$ cat config.mk
export PLATFORM = sky130hd
export DESIGN_NAME = apb_multi_subordinate
export DESIGN_NICKNAME = d
export VERILOG_FILES = /design/src/rtl/apb_multi_subordinate.sv
export SDC_FILE = /design/constraint.sdc
export NUM_CORES = 1
export LEC_CHECK = 0
export ABC_AREA = 1
export CORE_ASPECT_RATIO = 0.9
export CORE_MARGIN = 1.5
export CORE_UTILIZATION = 40
export DETAILED_ROUTE_END_ITERATION = 16
export PLACE_DENSITY_LB_ADDON = 0.1
export SLEW_MARGIN = 20
export SYNTH_ARGS = -nofsm -noshare
export SYNTH_HDL_FRONTEND = slang
export SYNTH_SLANG_ARGS = --single-unit
$ cat constraint.sdc
create_clock -name clk -period 3.9 [get_ports clk]
set_input_delay 0.78 -clock clk [delete_from_list [all_inputs] [get_ports clk]]
set_output_delay 0.78 -clock clk [all_outputs]
set_load 0.02 [all_outputs]
$ cat src/rtl/apb_multi_subordinate.sv
// APB completer that decodes one PSEL into Regions local-bus windows, with wait states,
// a busy timeout and PSLVERR on unmapped accesses. Define APB_SUB_PROT_CHECK_EN to block non-secure access to SecureRegions.
module apb_multi_subordinate #(
  parameter int                           DataWidth     = 32,
  parameter int                           AddrWidth     = 32,
  parameter int                           ProtWidth     = 4,
  parameter int                           Regions       = 2,
  parameter logic [Regions*AddrWidth-1:0] RegionBases   = {32'h200, 32'h100},
  parameter logic [Regions*AddrWidth-1:0] RegionMasks   = {32'hFFFFFF00, 32'hFFFFFF00},
  parameter int                           TimeoutCycles = 16,
  parameter logic [Regions-1:0]           SecureRegions = '0
) (
  input  logic                           clk,
  input  logic                           reset,
  input  logic                           bus_sel,
  input  logic                           bus_enable,
  input  logic                           bus_write,
  input  logic [AddrWidth-1:0]           bus_addr,
  input  logic [DataWidth-1:0]           bus_wData,
  input  logic [DataWidth/8-1:0]         bus_strb,
  input  logic [ProtWidth-1:0]           bus_prot,
  output logic [DataWidth-1:0]           bus_rData,
  output logic                           bus_ready,
  output logic                           bus_subError,
  output logic [Regions-1:0]             sub_wEn,
  output logic [Regions-1:0]             sub_rEn,
  output logic [AddrWidth-1:0]           sub_addr,
  output logic [DataWidth-1:0]           sub_wData,
  output logic [DataWidth/8-1:0]         sub_wStrb,
  output logic [ProtWidth-1:0]           sub_prot,
  input  logic [Regions*DataWidth-1:0]   sub_rData,
  input  logic [Regions-1:0]             sub_error,
  input  logic [Regions-1:0]             sub_busy
);

`ifdef APB_SUB_PROT_CHECK_EN
  localparam bit ProtCheckEn = 1'b1;
`else
  localparam bit ProtCheckEn = 1'b0;
`endif

  localparam bit                TimeoutOn = (TimeoutCycles != 0);
  localparam int                CntW      = TimeoutOn ? $clog2(TimeoutCycles + 1) : 1;
  localparam logic [CntW-1:0]   CntLast   = CntW'(TimeoutOn ? TimeoutCycles - 1 : 0);
  localparam logic [CntW-1:0]   CntMax    = '1;

  typedef enum logic [1:0] {
    IDLE,
    ACCESS,
    RESP
  } state_e;

  state_e                  state_q;
  logic [AddrWidth-1:0]    addr_q;
  logic                    write_q;
  logic [DataWidth-1:0]    wdata_q;
  logic [DataWidth/8-1:0]  strb_q;
  logic [ProtWidth-1:0]    prot_q;
  logic                    mapped_q;
  logic [Regions-1:0]      sel_q;
  logic [CntW-1:0]         cnt_q;
  logic [Regions-1:0]      wen_q;
  logic [Regions-1:0]      ren_q;
  logic                    ready_q;
  logic [DataWidth-1:0]    rdata_q;
  logic                    err_q;

  logic                    hit_d;
  logic                    secure_d;
  logic                    mapped_d;
  logic [Regions-1:0]      sel_d;
  logic [AddrWidth-1:0]    addr_d;

  logic                    busy_sel;
  logic                    err_sel;
  logic [DataWidth-1:0]    rdata_sel;

  // Walk from the top index down so the lowest-numbered overlapping window wins.
  always_comb begin
    // NOTE: every always_comb output gets a default first; a path that leaves one unassigned infers a latch.
    hit_d    = 1'b0;
    secure_d = 1'b0;
    sel_d    = '0;
    addr_d   = '0;
    for (int i = Regions - 1; i >= 0; i--) begin
      if ((bus_addr & RegionMasks[i*AddrWidth +: AddrWidth]) ==
          (RegionBases[i*AddrWidth +: AddrWidth] & RegionMasks[i*AddrWidth +: AddrWidth])) begin
        hit_d    = 1'b1;
        secure_d = SecureRegions[i];
        sel_d    = '0;
        sel_d[i] = 1'b1;
        addr_d   = bus_addr & ~RegionMasks[i*AddrWidth +: AddrWidth];
      end
    end
    mapped_d = hit_d && !(ProtCheckEn && secure_d && bus_prot[1]);
  end

  // Pick the selected region's status lines using the latched one-hot window select.
  always_comb begin
    busy_sel  = 1'b0;
    err_sel   = 1'b0;
    rdata_sel = '0;
    for (int i = 0; i < Regions; i++) begin
      if (sel_q[i]) begin
        busy_sel  = sub_busy[i];
        err_sel   = sub_error[i];
        rdata_sel = sub_rData[i*DataWidth +: DataWidth];
      end
    end
  end

  // NOTE: all state below uses non-blocking assignments so every register samples pre-edge values.
  always_ff @(posedge clk) begin
    if (reset) begin
      state_q  <= IDLE;
      addr_q   <= '0;
      write_q  <= 1'b0;
      wdata_q  <= '0;
      strb_q   <= '0;
      prot_q   <= '0;
      mapped_q <= 1'b0;
      sel_q    <= '0;
      cnt_q    <= '0;
      wen_q    <= '0;
      ren_q    <= '0;
      ready_q  <= 1'b0;
      rdata_q  <= '0;
      err_q    <= 1'b0;
    end else begin
      ready_q <= 1'b0;
      rdata_q <= '0;
      err_q   <= 1'b0;
      case (state_q)
        IDLE: begin
          if (bus_sel && !bus_enable) begin
            state_q  <= ACCESS;
            addr_q   <= addr_d;
            write_q  <= bus_write;
            wdata_q  <= bus_wData;
            strb_q   <= bus_strb;
            prot_q   <= bus_prot;
            mapped_q <= mapped_d;
            sel_q    <= mapped_d ? sel_d : '0;
            cnt_q    <= '0;
            wen_q    <= (mapped_d && bus_write)  ? sel_d : '0;
            ren_q    <= (mapped_d && !bus_write) ? sel_d : '0;
          end
        end

        ACCESS: begin
          if (!bus_sel) begin
            state_q <= IDLE;
            wen_q   <= '0;
            ren_q   <= '0;
          end else if (!mapped_q) begin
            state_q <= RESP;
            ready_q <= 1'b1;
            err_q   <= 1'b1;
          end else if (!busy_sel) begin
            state_q <= RESP;
            ready_q <= 1'b1;
            rdata_q <= write_q ? '0 : rdata_sel;
            err_q   <= err_sel;
            wen_q   <= '0;
            ren_q   <= '0;
          end else if (TimeoutOn && (cnt_q == CntLast)) begin
            state_q <= RESP;
            ready_q <= 1'b1;
            err_q   <= 1'b1;
            wen_q   <= '0;
            ren_q   <= '0;
          end else if (cnt_q != CntMax) begin
            cnt_q <= cnt_q + CntW'(1);
          end
        end

        RESP: begin
          state_q <= IDLE;
        end

        default: begin
          state_q <= IDLE;
        end
      endcase
    end
  end

  // Enables are gated by PSEL so an aborted transfer never shows a local strobe.
  assign sub_wEn      = wen_q & {Regions{bus_sel}};
  assign sub_rEn      = ren_q & {Regions{bus_sel}};
  assign sub_addr     = addr_q;
  assign sub_wData    = wdata_q;
  assign sub_wStrb    = strb_q;
  assign sub_prot     = prot_q;
  assign bus_ready    = ready_q;
  assign bus_rData    = rdata_q;
  assign bus_subError = err_q;

endmodule

==> impl_results.md, run 1 <==
- Run status: finished, final reports clean
- Clk buf depth: 2
- Fill cells: about 860
- Period utilization: a little under 80%
- CTS tree: built
- Power per cell area: 344 nW/um^2
- Crit. End Element: output pin
- Quantity of I/O buffers inserted on ports: 230
- Peak Freq: 0.331 GHz
- Clk_skew: about 5.8 ps
- DR vias: between 4000 and 5000
- DR vias/cell: 4.73
- Top-area cell type share of the netlist area: between 40% and 50%
- Setup crit start kind: input port
- Num Clock Sinks: between 90 and 100
- Final Core Density: 67.3%
- Post_cts resized: 0
- Final hold violation count: 0
- Pins over their slew limit: 0
- Final ANT Viol Nets: 0
- WL/cell: about 14 microns
- Multi-input logic area: approximately 1700 sq um
- CTS buffer count: 9
- Slew margin rel.: a little under a third
- Initial Util: roughly two fifths
- DRT iter0 DRCs: 113
- Number of nets in the layout: ~880
- Row count: 34
- Leak pwr: between 2 and 3 nW
- GRT overflow: 0
- Register bit total from synthesis: 97
- Setup ws final: between 800 and 900 ps
- Main synth FF type: dfxtp_1
- Die ar.: ~11000 sq um
- Worst-skew pair later-pin latency: between 300 and 400 ps
- Largest net degree at the start of global routing: 55
- Hold Path Class: flip-flop to flip-flop
- Setup_tns: 0 ps
- Peak VDD IR: 0.000283 V
- Dpl hpwl: approximately 9100 microns
- Synth warn: 0
- DP Worst Slack: between 800 and 900 ps
- Tightest Pin Transition: between 1000 and 1500 ps
- Seq. cell area: roughly 2000 sq um
- Async S/R FF share, synth: 0%
- Final setup violation count: 0
- Core Area: ~10000 sq um
- Number of H-tree levels: 3
- Die W: about 110 microns
- Worst-path clk slew: 60 ps
- Gpl congestion: 0.835
- DRC violations left: 0
- Post-synthesis sequential area ratio: between 40% and 50%
- Maxcap violations: 0
- Post-Synthesis Cell Area: slightly above 4000 sq um
- GRT Resource Usage Total: between 20% and 30%
- Critical path type: input port to output pin
- Synth area leaders: dfxtp_1, nor2_1, a22oi_1
- Share of post-route cells with drive strength above 1: 7.74%
- Netlist cell types: 30
- Final min period: 3020 ps
- Vias in the first global route: 3954
- Root Driver: clkbuf_16
- Most frequent cells in the layout: clkdlybuf4s50_1, nor2_1, dfxtp_1, nand2_1, o21ai_0
- Initial antenna violation count: 0
- Mean Syn Cell Area: between 7 and 8 sq um
- Num ports: roughly 260
- RSZ-0062 raised after global routing: no
- Synthesis-to-finish area growth: 61.6%
- ANT cells: 0
- CP Data Required Time: ~3100 ps
- First-pass GRT wire length: between 15000 and 20000 microns
- Number of synthesized flops with an enable pin: 0
- Hold_buf cts: 0
- TritonRoute pass-1 iters: 6
- Post-Syn Instances: approximately 520
- Post-Route WL: 12100 microns
- Die H: 98.7 microns
- Most common cell after layout, fill and taps aside: clkdlybuf4s50_1
- Crit path DAT: 2240 ps
- Area leader, netlist: dfxtp_1
- Worst-path fanout max: 8
- Setup Buffers After CTS: 0
==> logic make-up after synthesis <==
family	after synthesis	synth area share, %
compound gates	100	14.4
xor+xnor	1	0.215
fa+ha+maj	3	0.921
buf+inv	83	11.7
flops	97	47.7
other cells	1	0.0920
simple gates	230	25.0
==> flip-flops by register name (all words and copies together) (netlist names) <==
name,flops
write_q,1
wen_q,2
cnt_q,5
sel_q,2
ren_q,2
sub_wData,32
bus_rData,32
sub_wStrb,4
mapped_q,1
bus_ready,1
sub_addr,8
sub_prot,4
state_q,2
bus_subError,1
==> worst paths after layout <==
kind	start	depth (start not counted)	endpoint	slack, ps
min reg2reg	sub_addr[7]$_SDFFE_PP0P_	2	sub_addr[7]$_SDFFE_PP0P_	470
max reg2reg	sel_q[1]$_SDFFE_PP0P_	5	bus_rData[13]$_SDFF_PP0_	1560
min	sub_addr[7]$_SDFFE_PP0P_	2	sub_addr[7]$_SDFFE_PP0P_	470
max	bus_sel	4	sub_wEn[0]	880
==> worst max-delay path, stage by stage <==
cell and delay [ps]:
clkdlybuf4s50_1 690, nand2_1 100, inv_1 70, clkdlybuf4s50_1 600
==> layer usage <==
metal / GRT usage [%] / vias up / routed length (microns)
li1: - / 2048 / -
met1: 24.7 / 1846 / 4690
met2: 38.2 / 165 / 6010
met3: 8.07 / 22 / 1180
met4: 7.39 / 0 / 226
met5: 0 / - / 0
==> power by group <==
part           internal (mW)  switching [mW]
clock network          0.496           0.359
logic                  0.203           0.170
registers               1.02          0.0162
total                   1.72           0.545
==> cell usage after synthesis (all sizes together), types with 2 or more instances <==
master	instances
inv	31
a21oi	21
ha	3
clkbuf	20
o21ai	46
nand3b	2
dfxtp	97
a22oi	32
buf	32
nand3	21
nand2	55
nor3	2
nor2	144
nand4	3
==> final cells by class <==
type	instances	share of cell area, %
multi-input combinational	358	26.5
clock buffer	11	3.53
sequential	97	29.5
timing repair buffer	234	35.4
clock inverter	5	0.855
inverter	31	1.84
tap	126	2.39
==> per-stage QoR <==
step | cell area (sq um) | hold slack, ps | instances | power, mW
floorplan | 4160 | 446 | 538 | 1.22
global placement | 6290 | 453 | 846 | 1.43
detailed placement | 6290 | 461 | 846 | 1.43
CTS | 6580 | 471 | 862 | 2.29
global route | 6580 | 492 | 862 | 2.36
finish | 6580 | 468 | 862 | 2.27
(Power assumes the default switching activity.)
==> run 2: changes to the inputs <==
Settings changed: CORE_UTILIZATION 40 to 37.
Clock period 3.9 ns to 2.8 ns, I/O delays scaled along.
==> run 2 against run 1 <==
Against the previous run:
- first-iteration DRC count is 66% higher
- utilization is 5.0 points lower
- combinational power is 40% higher
- via count is 0.47% lower
- worst setup slack worse by 450 ps
- cell count is 1.2% higher
- clock skew is 2.4 ps higher
- worst hold slack hardly changed
- wire length is 1.5% higher
- die area is 7.9% higher
==> impl_results.md, run 2 (same netlist as run 1, synthesis figures left out) <==
- Switching Share: 22.6% (was 24.0%)
- Net Sw Power: 0.789 mW (was 0.545 mW)
- Hold Path Class: flip-flop to flip-flop (unchanged)
- Met3 Use GR: 6.00% (was 8.07%)
- Cells after DPL: 856 (was 846)
- Die ar.: 11600 sq um (was 10800 sq um)
- Clk buf depth: 2 (unchanged)
- Initial Util: 37.8% (was 41.6%)
- Final Core Density: 62.3% (was 67.3%)
- Vias in the first global route: 3741 (was 3954)
- Synthesis-to-finish area growth: 64.5% (was 61.6%)
- Crit path max-delay cell type: clkdlybuf4s50_1 (unchanged)
- Most common cell after layout, fill and taps aside: clkdlybuf4s50_1 (unchanged)
- Critical path type: input port to output pin (unchanged)
- Hold_buf cts: 0 (unchanged)
- GRT Resource Usage Total: 19.7% (was 22.0%)
- Share of post-route cells with drive strength above 1: 8.39% (was 7.74%)
- Gpl congestion: 0.806 (was 0.835)
- Power per cell area: 521 nW/um^2 (was 344 nW/um^2)
- Final ANT Viol Nets: 0 (unchanged)
- Crit path DAT: 1810 ps (was 2240 ps)
- CP Data Required Time: 2240 ps (was 3120 ps)
- Die W: 114 microns (was 109 microns)
- Setup_tns: 0 ps (unchanged)
- Most used cell, CP: clkdlybuf4s50_1 (unchanged)
- Quantity of I/O buffers inserted on ports: 230 (unchanged)
- Core Area: 10800 sq um (was 9780 sq um)
- Placed Area: 6330 sq um (was 6290 sq um)
- Post-Route WL: 12300 microns (was 12100 microns)
- Final hold violation count: 0 (unchanged)
- Number of H-tree levels: 3 (unchanged)
- Worst-path clk slew: 60 ps (about the same)
- DR vias/cell: 4.66 (was 4.73)
- Period utilization: between 80% and 90%
- Most frequent cells in the layout: clkdlybuf4s50_1, nor2_1, dfxtp_1, nand2_1, o21ai_0 (unchanged)
- Worst path cell trace: clkdlybuf4s50_1 -> nand2_1 -> inv_1 -> clkdlybuf4s50_1 (unchanged)
- CP max stage delay: 600 ps (was 690 ps)
- Final setup violation count: 0 (unchanged)
- Worst-skew pair later-pin latency: 340 ps (about the same)
- Setup crit start kind: input port (unchanged)
- Sequential share of power: 41.5% (was 45.8%)
- Maxcap violations: 0 (unchanged)
- Tightest Pin Transition: 1050 ps (was 1030 ps)
- Fill cells: 966 (was 862)
- Num ports: 255 (unchanged)
- GRT met1 Usage: 23.2% (was 24.7%)
- Grt peak-use layer: met2 (unchanged)
- Peak Freq: 0.422 GHz
- Power share of the clock group: 43.6% (was 37.7%)
- Dpl hpwl: 9040 microns (was 9120 microns)
- TritonRoute pass-1 iters: 4 (was 6)
- Setup Buffers After CTS: 0 (unchanged)
- CTS tree: built (unchanged)
- GRT met2 Usage: 34.0% (was 38.2%)
- Leak pwr: 2.61 nW (was 2.56 nW)
- Setup ws final: 431 ps (was 877 ps)
- Final min period: between 2000 and 2500 ps
- Worst-path fanout max: 5 (was 8)
- Largest net degree at the start of global routing: 53 (was 55)
- Total power: 3.49 mW (was 2.27 mW)
- Logic gate share of total power: 14.9% (was 16.4%)
- Slew margin rel.: 29.7% (was 31.5%)
- Num Clock Sinks: 97 (unchanged)
- Layout Cells excl Fill: 872 (was 862)
- Internal power: 2.70 mW (was 1.72 mW)
- Die H: 103 microns (was 98.7 microns)
- Min Hold Slack: 468 ps (about the same)
- Final instance area: 6700 sq um (was 6580 sq um)
- Clk_skew: 8.24 ps (was 5.83 ps)
- RSZ-0062 raised after global routing: no (unchanged)
- Peak VDD IR: 0.000272 V (was 0.000283 V)
- WL/cell: 14.1 microns (about the same)
- Initial antenna violation count: 0 (unchanged)
- Number of nets in the layout: 882 (was 879)
- Crit. End Element: output pin (unchanged)
- First-pass GRT wire length: 18100 microns (was 18500 microns)
- Row count: 36 (was 34)
- DP Worst Slack: 336 ps (was 873 ps)
- Root Driver: clkbuf_16 (unchanged)
- Post_cts resized: 0 (unchanged)
- GRT overflow: 0 (unchanged)
- DRT iter0 DRCs: 188 (was 113)
- DRC violations left: 0 (unchanged)
- DR vias: 4062 (was 4081)
- CTS buffer count: 9 (unchanged)
- Run status: finished, final reports clean (unchanged)
- Pins over their slew limit: 0 (unchanged)
- ANT cells: 0 (unchanged)
[run 2: cell types whose count changed in the layout (fill, tap and decap cells not counted), sizes merged]
| cell | previous run | this run |
|---|---|---|
| clkinv | 3 | 0 |
| buf | 4 | 7 |
| bufinv | 1 | 4 |
| inv | 31 | 32 |
| clkbuf | 11 | 10 |
[run 2: path summary, 6_finish.rpt]
path | from | to | slack, ps | cells past startpoint
worst max-delay path | bus_sel | sub_rEn[1] | 430 | 4
worst min-delay path | sub_addr[3]$_SDFFE_PP0P_ | sub_addr[3]$_SDFFE_PP0P_ | 470 | 2
worst max register to register | cnt_q[0]$_SDFFE_PP0P_ | cnt_q[1]$_SDFFE_PP0P_ | 1020 | 12
worst min register to register | sub_addr[3]$_SDFFE_PP0P_ | sub_addr[3]$_SDFFE_PP0P_ | 470 | 2
[run 2: final cells by class]
class / count / area, sq um / area share, %
timing repair buffer: 237 / 2350 / 35.1
tap: 133 / 166 / 2.48
clock buffer: 10 / 239 / 3.57
clock inverter: 6 / 136 / 2.04
multi-input combinational: 358 / 1740 / 26.0
inverter: 31 / 121 / 1.81
sequential: 97 / 1940 / 29.0
[run 2: critical path, delay by kind of cell]
kind                   cells  cell delay [ps]
and+or+nand+nor            1               70
buffers and inverters      3             1180
[run 2: power groups by stage]
stage | logic [mW] | registers [mW] | clock network, mW
6_report | 0.521 | 1.45 | 1.52
5_1_grt | 0.563 | 1.45 | 1.61
4_1_cts | 0.524 | 1.45 | 1.55
3_5_place_dp | 0.521 | 1.48 | 0
3_3_place_gp | 0.515 | 1.48 | 0
2_1_floorplan | 0.180 | 1.53 | 0
[run 2: per-layer routing]
layer / vias to the layer above / part of all wire, %
li1: 2048 / -
met5: - / 0
met1: 1826 / 42
met2: 165 / 48
met3: 23 / 8.2
met4: 0 / 2.1
==> RTL change 1 (settings of run 2) <==
`TimeoutCycles`: 16 -> 8.
--- a/src/rtl/apb_multi_subordinate.sv
+++ b/src/rtl/apb_multi_subordinate.sv
@@ -9,3 +9,3 @@
   parameter logic [Regions*AddrWidth-1:0] RegionMasks   = {32'hFFFFFF00, 32'hFFFFFF00},
-  parameter int                           TimeoutCycles = 16,
+  parameter int                           TimeoutCycles = 8,
   parameter logic [Regions-1:0]           SecureRegions = '0
Function: no difference found for any inputs over 4 cycles, from zero or initial values and one cycle with reset high; that may be too few to reach the edited logic, so the function may still have changed.
==> RTL change 1 against run 2 <==
- worst setup slack got worse by 170 ps
- area after synthesis is 9.6% lower
- non-clock buffer count decreased by 3
- sequential cell count down 1
- first-iteration DRC count down 32%
- synthesized cell count decreased by 20%
- total power down 19%
- fmax shrank 6.8%
- die area down 9.4%
- design area down 7.8%
- routed wire length is 11% lower
- clock skew increased by 5.8 ps
- register-to-register slack better by 160 ps
- critical endpoint is now sub_wEn[0]
- largest cell class unchanged
- highest routed layer unchanged
==> RTL change 1: results (changes against run 2) <==
vias in the first global route 3271 (was 3741); Post-CTS Setup Repair Bufs 0 (unchanged); DRT iter0 DRCs 128 (was 188); critical path arrival 1980 ps (was 1810 ps); maximum vdd drop 0.479 mV (was 0.272 mV); worst-case clock skew 14.1 ps (was 8.24 ps); status complete, no violations (unchanged); n_diodes 0 (unchanged); CTS Buf Count 9 (unchanged); H-tree depth 3 (unchanged); critical path fanouts, max 9 (was 5); WL/cell 14.3 um (was 14.1 um); Lkg Pwr 0.00237 uW (was 0.00261 uW); largest net degree at the start of global routing 49 (was 53); slowest CP cell clkdlybuf4s50_1 (unchanged); vias 3583 (was 4062); worst min path class register to register (unchanged); synth top area cells dfxtp_1 (52%), a22o_1 (9.5%), a22oi_1 (6.7%) (was dfxtp_1 (48%), nor2_1 (11%), a22oi_1 (5.9%)); met1 Use GR 23.5% (was 23.2%); global-route wire length before repair 16.3 mm (was 18.1 mm); FILL cells 824 (was 966); row count 34 (was 36); root buf cell clkbuf_8 (was clkbuf_16); sw frac 23.3% (was 22.6%); layout cells sized above 1 4.39% (was 8.39%); max incr delay on CP 670 ps (was 600 ps); Distinct cells, synth 26 (was 30); met2 Resource Use GR 33.6% (was 34.0%); TritonRoute pass-1 iters 4 (unchanged); Syn. warnings 0 (unchanged); RePlAce Congestion 0.808 (was 0.806); ys async rst share 0% (unchanged); worst-case clock buffer depth 2 (unchanged); antenna violations before repair 0 (unchanged); Final #Nets 779 (was 882); Final HPWL DP 8.30 mm (was 9.04 mm); Area after DPL 5960 sq um (was 6330 sq um); met3 Use GR 6.71% (was 6.00%); Rel. slew slack 47.0% (was 29.7%); Worst-Skew Late Latency 360 ps (was 340 ps); Port Buffers 230 (unchanged); gr usage total 19.9% (was 19.7%); clk slew on worst S/H paths 90 ps (was 60 ps); post-synthesis sequential area ratio 52.2% (was 47.7%); top cells by count, synth dfxtp_1 (96), nor2_1 (60), a22o_1 (40), nand2_1 (40), inv_1 (38) (was nor2_1 (114), dfxtp_1 (97), nand2_1 (54)); post_cts resized 0 (unchanged)
[RTL change 1: power groups by stage]
stage	combinational (uW)	clock (uW)	sequential, uW
2_1_floorplan	139	0	1480
3_3_place_gp	414	0	1440
3_5_place_dp	419	0	1440
4_1_cts	421	1010	1410
5_1_grt	448	1070	1420
6_report	421	979	1410
[RTL change 1: worst max-delay path: cells and delay by family]
kind / cells / cell delay, ps
buffers and inverters: 3 / 1320
and+or+nand+nor: 1 / 100
[RTL change 1: cell type report]
| type | instances | area [sq um] | area share [%] |
|---|---|---|---|
| Tap cell | 126 | 158 | 2.55 |
| Clock buffer | 10 | 128 | 2.06 |
| Sequential cell | 96 | 1920 | 31.1 |
| Timing Repair Buffer | 234 | 2330 | 37.7 |
| Multi-Input combinational cell | 251 | 1400 | 22.6 |
| Inverter | 41 | 154 | 2.49 |
| Clock inverter | 6 | 91.3 | 1.48 |
[RTL change 1: per-stage QoR]
step / cells / hold slack [ps] / power, uW / setup WS, ps
floorplan: 433 / 441 / 1620 / 1210
global placement: 748 / 440 / 1860 / 281
detailed placement: 748 / 448 / 1860 / 257
CTS: 764 / 473 / 2850 / 257
global route: 764 / 493 / 2930 / 186
finish: 764 / 466 / 2810 / 258
[RTL change 1: logic make-up (layout without fill, tap and decap cells)]
family / after synthesis / count (layout) / share of synthesized area, %
compound gates: 98 / 98 / 19.9
xor+xnor: 1 / 1 / 0.238
fa+ha+maj: 1 / 1 / 0.340
buf+inv: 86 / 291 / 12.3
flops: 96 / 96 / 52.2
other cells: 1 / 24 / 0.102
simple gates: 127 / 127 / 14.9
[RTL change 1: final timing paths]
kind                             startpoint     endpoint  slack, ps  cells past startpoint
worst max-delay path                bus_sel   sub_wEn[0]        260                      4
worst min-delay path            sub_addr[0]  sub_addr[0]        470                      2
worst max register to register     sel_q[1]     ren_q[0]       1180                      8
worst min register to register  sub_addr[0]  sub_addr[0]        470                      2
[RTL change 1: layer usage]
metal / wire (um) / up-vias
li1: - / 1779
met1: 4520 / 1628
met2: 5210 / 155
met3: 960 / 21
met4: 245 / 0
met5: 0 / -
==> RTL change 2 (flow settings as in run 2) <==
Made on the original files. The 3 states of `state_e` get a one-hot encoding in 3 bits.
--- a/src/rtl/apb_multi_subordinate.sv
+++ b/src/rtl/apb_multi_subordinate.sv
@@ -46,6 +46,6 @@
 
-  typedef enum logic [1:0] {
-    IDLE,
-    ACCESS,
-    RESP
+  typedef enum logic [2:0] {
+    IDLE   = 3'b001,
+    ACCESS = 3'b010,
+    RESP   = 3'b100
   } state_e;
Formal check against the unedited RTL: no difference found for any inputs over 4 cycles, from zero or initial values and one cycle with reset high; so few cycles prove little.
==> RTL change 2 against run 2 <==
- sequential cell count rose by 1
- count of clock-buffer cells in the layout up 4
- design area decreased by 0.43%
- critical path depth unchanged
- clock skew decreased by 3.3 ps
- global-route usage increased by 1.1 points
- die area down 0.18%
- via count fell by 0.44%
- total power decreased by 4.9%
- worst setup slack worse by 37 ps
- area after synthesis is 0.18% lower
- synthesized cell count fell by 0.58%
- routed wire length decreased by 0.27%
- largest cell class unchanged
==> RTL change 2: results (changes against run 2) <==
Internal Pwr Total 2510 uW (was 2700 uW); ys async rst share 0% (unchanged); WL/cell 14.1 um (about the same); Synth Area in XOR/XNOR 0.215% (about the same); clk slew on worst S/H paths 60 ps (about the same); setup slack after layout 394 ps (was 431 ps); vias 4044 (was 4062); root buf cell clkbuf_16 (unchanged); status complete, no violations (unchanged); worst hold path stage count 2 (unchanged); Worst setup endpoint sub_wEn[1] (was sub_rEn[1]); Sequential Area 1960 sq um (was 1940 sq um); Lkg Pwr 0.00257 uW (was 0.00261 uW); Post-Layout Cell Count 872 (unchanged); FILL cells 987 (was 966); largest net degree at the start of global routing 42 (was 53); R2R Path Start sel_q[1] (was cnt_q[0]); n_diodes 0 (unchanged); Hold Crit Endpoint sub_addr[7] (was sub_addr[3]); vias in the first global route 3793 (was 3741); top cells by count, synth nor2_1 (126), dfxtp_1 (98), o21ai_0 (45) (was nor2_1 (114), dfxtp_1 (97), nand2_1 (54)); gr usage total 20.8% (was 19.7%); Port Buffers 230 (unchanged); FF-to-FF path depth 8 (was 12); H-tree depth 3 (unchanged); post-synthesis sequential area ratio 48.2% (was 47.7%); cts hold-fix bufs 0 (unchanged); worst-case clock skew 4.92 ps (was 8.24 ps); RR Endpoint cnt_q[2] (was cnt_q[1]); maximum vdd drop 0.381 mV (was 0.272 mV); Min Hold Slack 459 ps (was 468 ps); Distinct cells, synth 32 (was 30); DRT iter0 DRCs 145 (was 188); critical path arrival 1850 ps (was 1810 ps); Post-Syn Instances 512 (was 515); Syn. warnings 0 (unchanged); RePlAce Congestion 0.737 (was 0.806); Area after DPL 6370 sq um (was 6330 sq um); Reg2Reg Setup Slack 1030 ps; synth top area cells dfxtp_1 (48%), nor2_1 (12%), a22oi_1 (5.9%) (was dfxtp_1 (48%), nor2_1 (11%), a22oi_1 (5.9%)); Final HPWL DP 9.29 mm (was 9.04 mm); Worst-Skew Late Latency 340 ps (about the same); crit path launch bus_sel (unchanged); pre-CTS setup slack 399 ps (was 336 ps); HP Start sub_addr[7] (was sub_addr[3]); layout cells sized above 1 8.12% (was 8.39%); global-route wire length before repair 18.9 mm (was 18.1 mm); Synth Area in Adders 0.923% (was 0.921%); post-synthesis compound-gate area fraction 15.6% (was 14.4%)
-- RTL change 2: final cells by class --
cell class | instances | share of cell area (%)
clock inverter | 2 | 0.525
clock buffer | 14 | 3.96
inverter | 32 | 1.84
timing repair buffer | 239 | 35.7
multi-input combinational | 354 | 26.1
tap | 133 | 2.49
sequential | 98 | 29.4
-- RTL change 2: metal layers --
layer  track usage [%]  part of all wire (%)
met5                 0                     0
met4              7.69                   1.7
met3              5.16                   6.0
met2              37.5                    50
met1              24.1                    42
-- RTL change 2: power groups by stage --
stage | registers (uW) | logic, uW | clock network (uW)
final | 1470 | 606 | 1240
after global routing | 1480 | 661 | 1330
after CTS | 1470 | 610 | 1280
after detailed placement | 1510 | 608 | 0
after global placement | 1500 | 599 | 0
after floorplan | 1560 | 242 | 0
-- RTL change 2: worst max-delay path: cells and delay by family --
kind,cells,cell delay (ps)
buf+inv,3,1200
simple gates,1,90
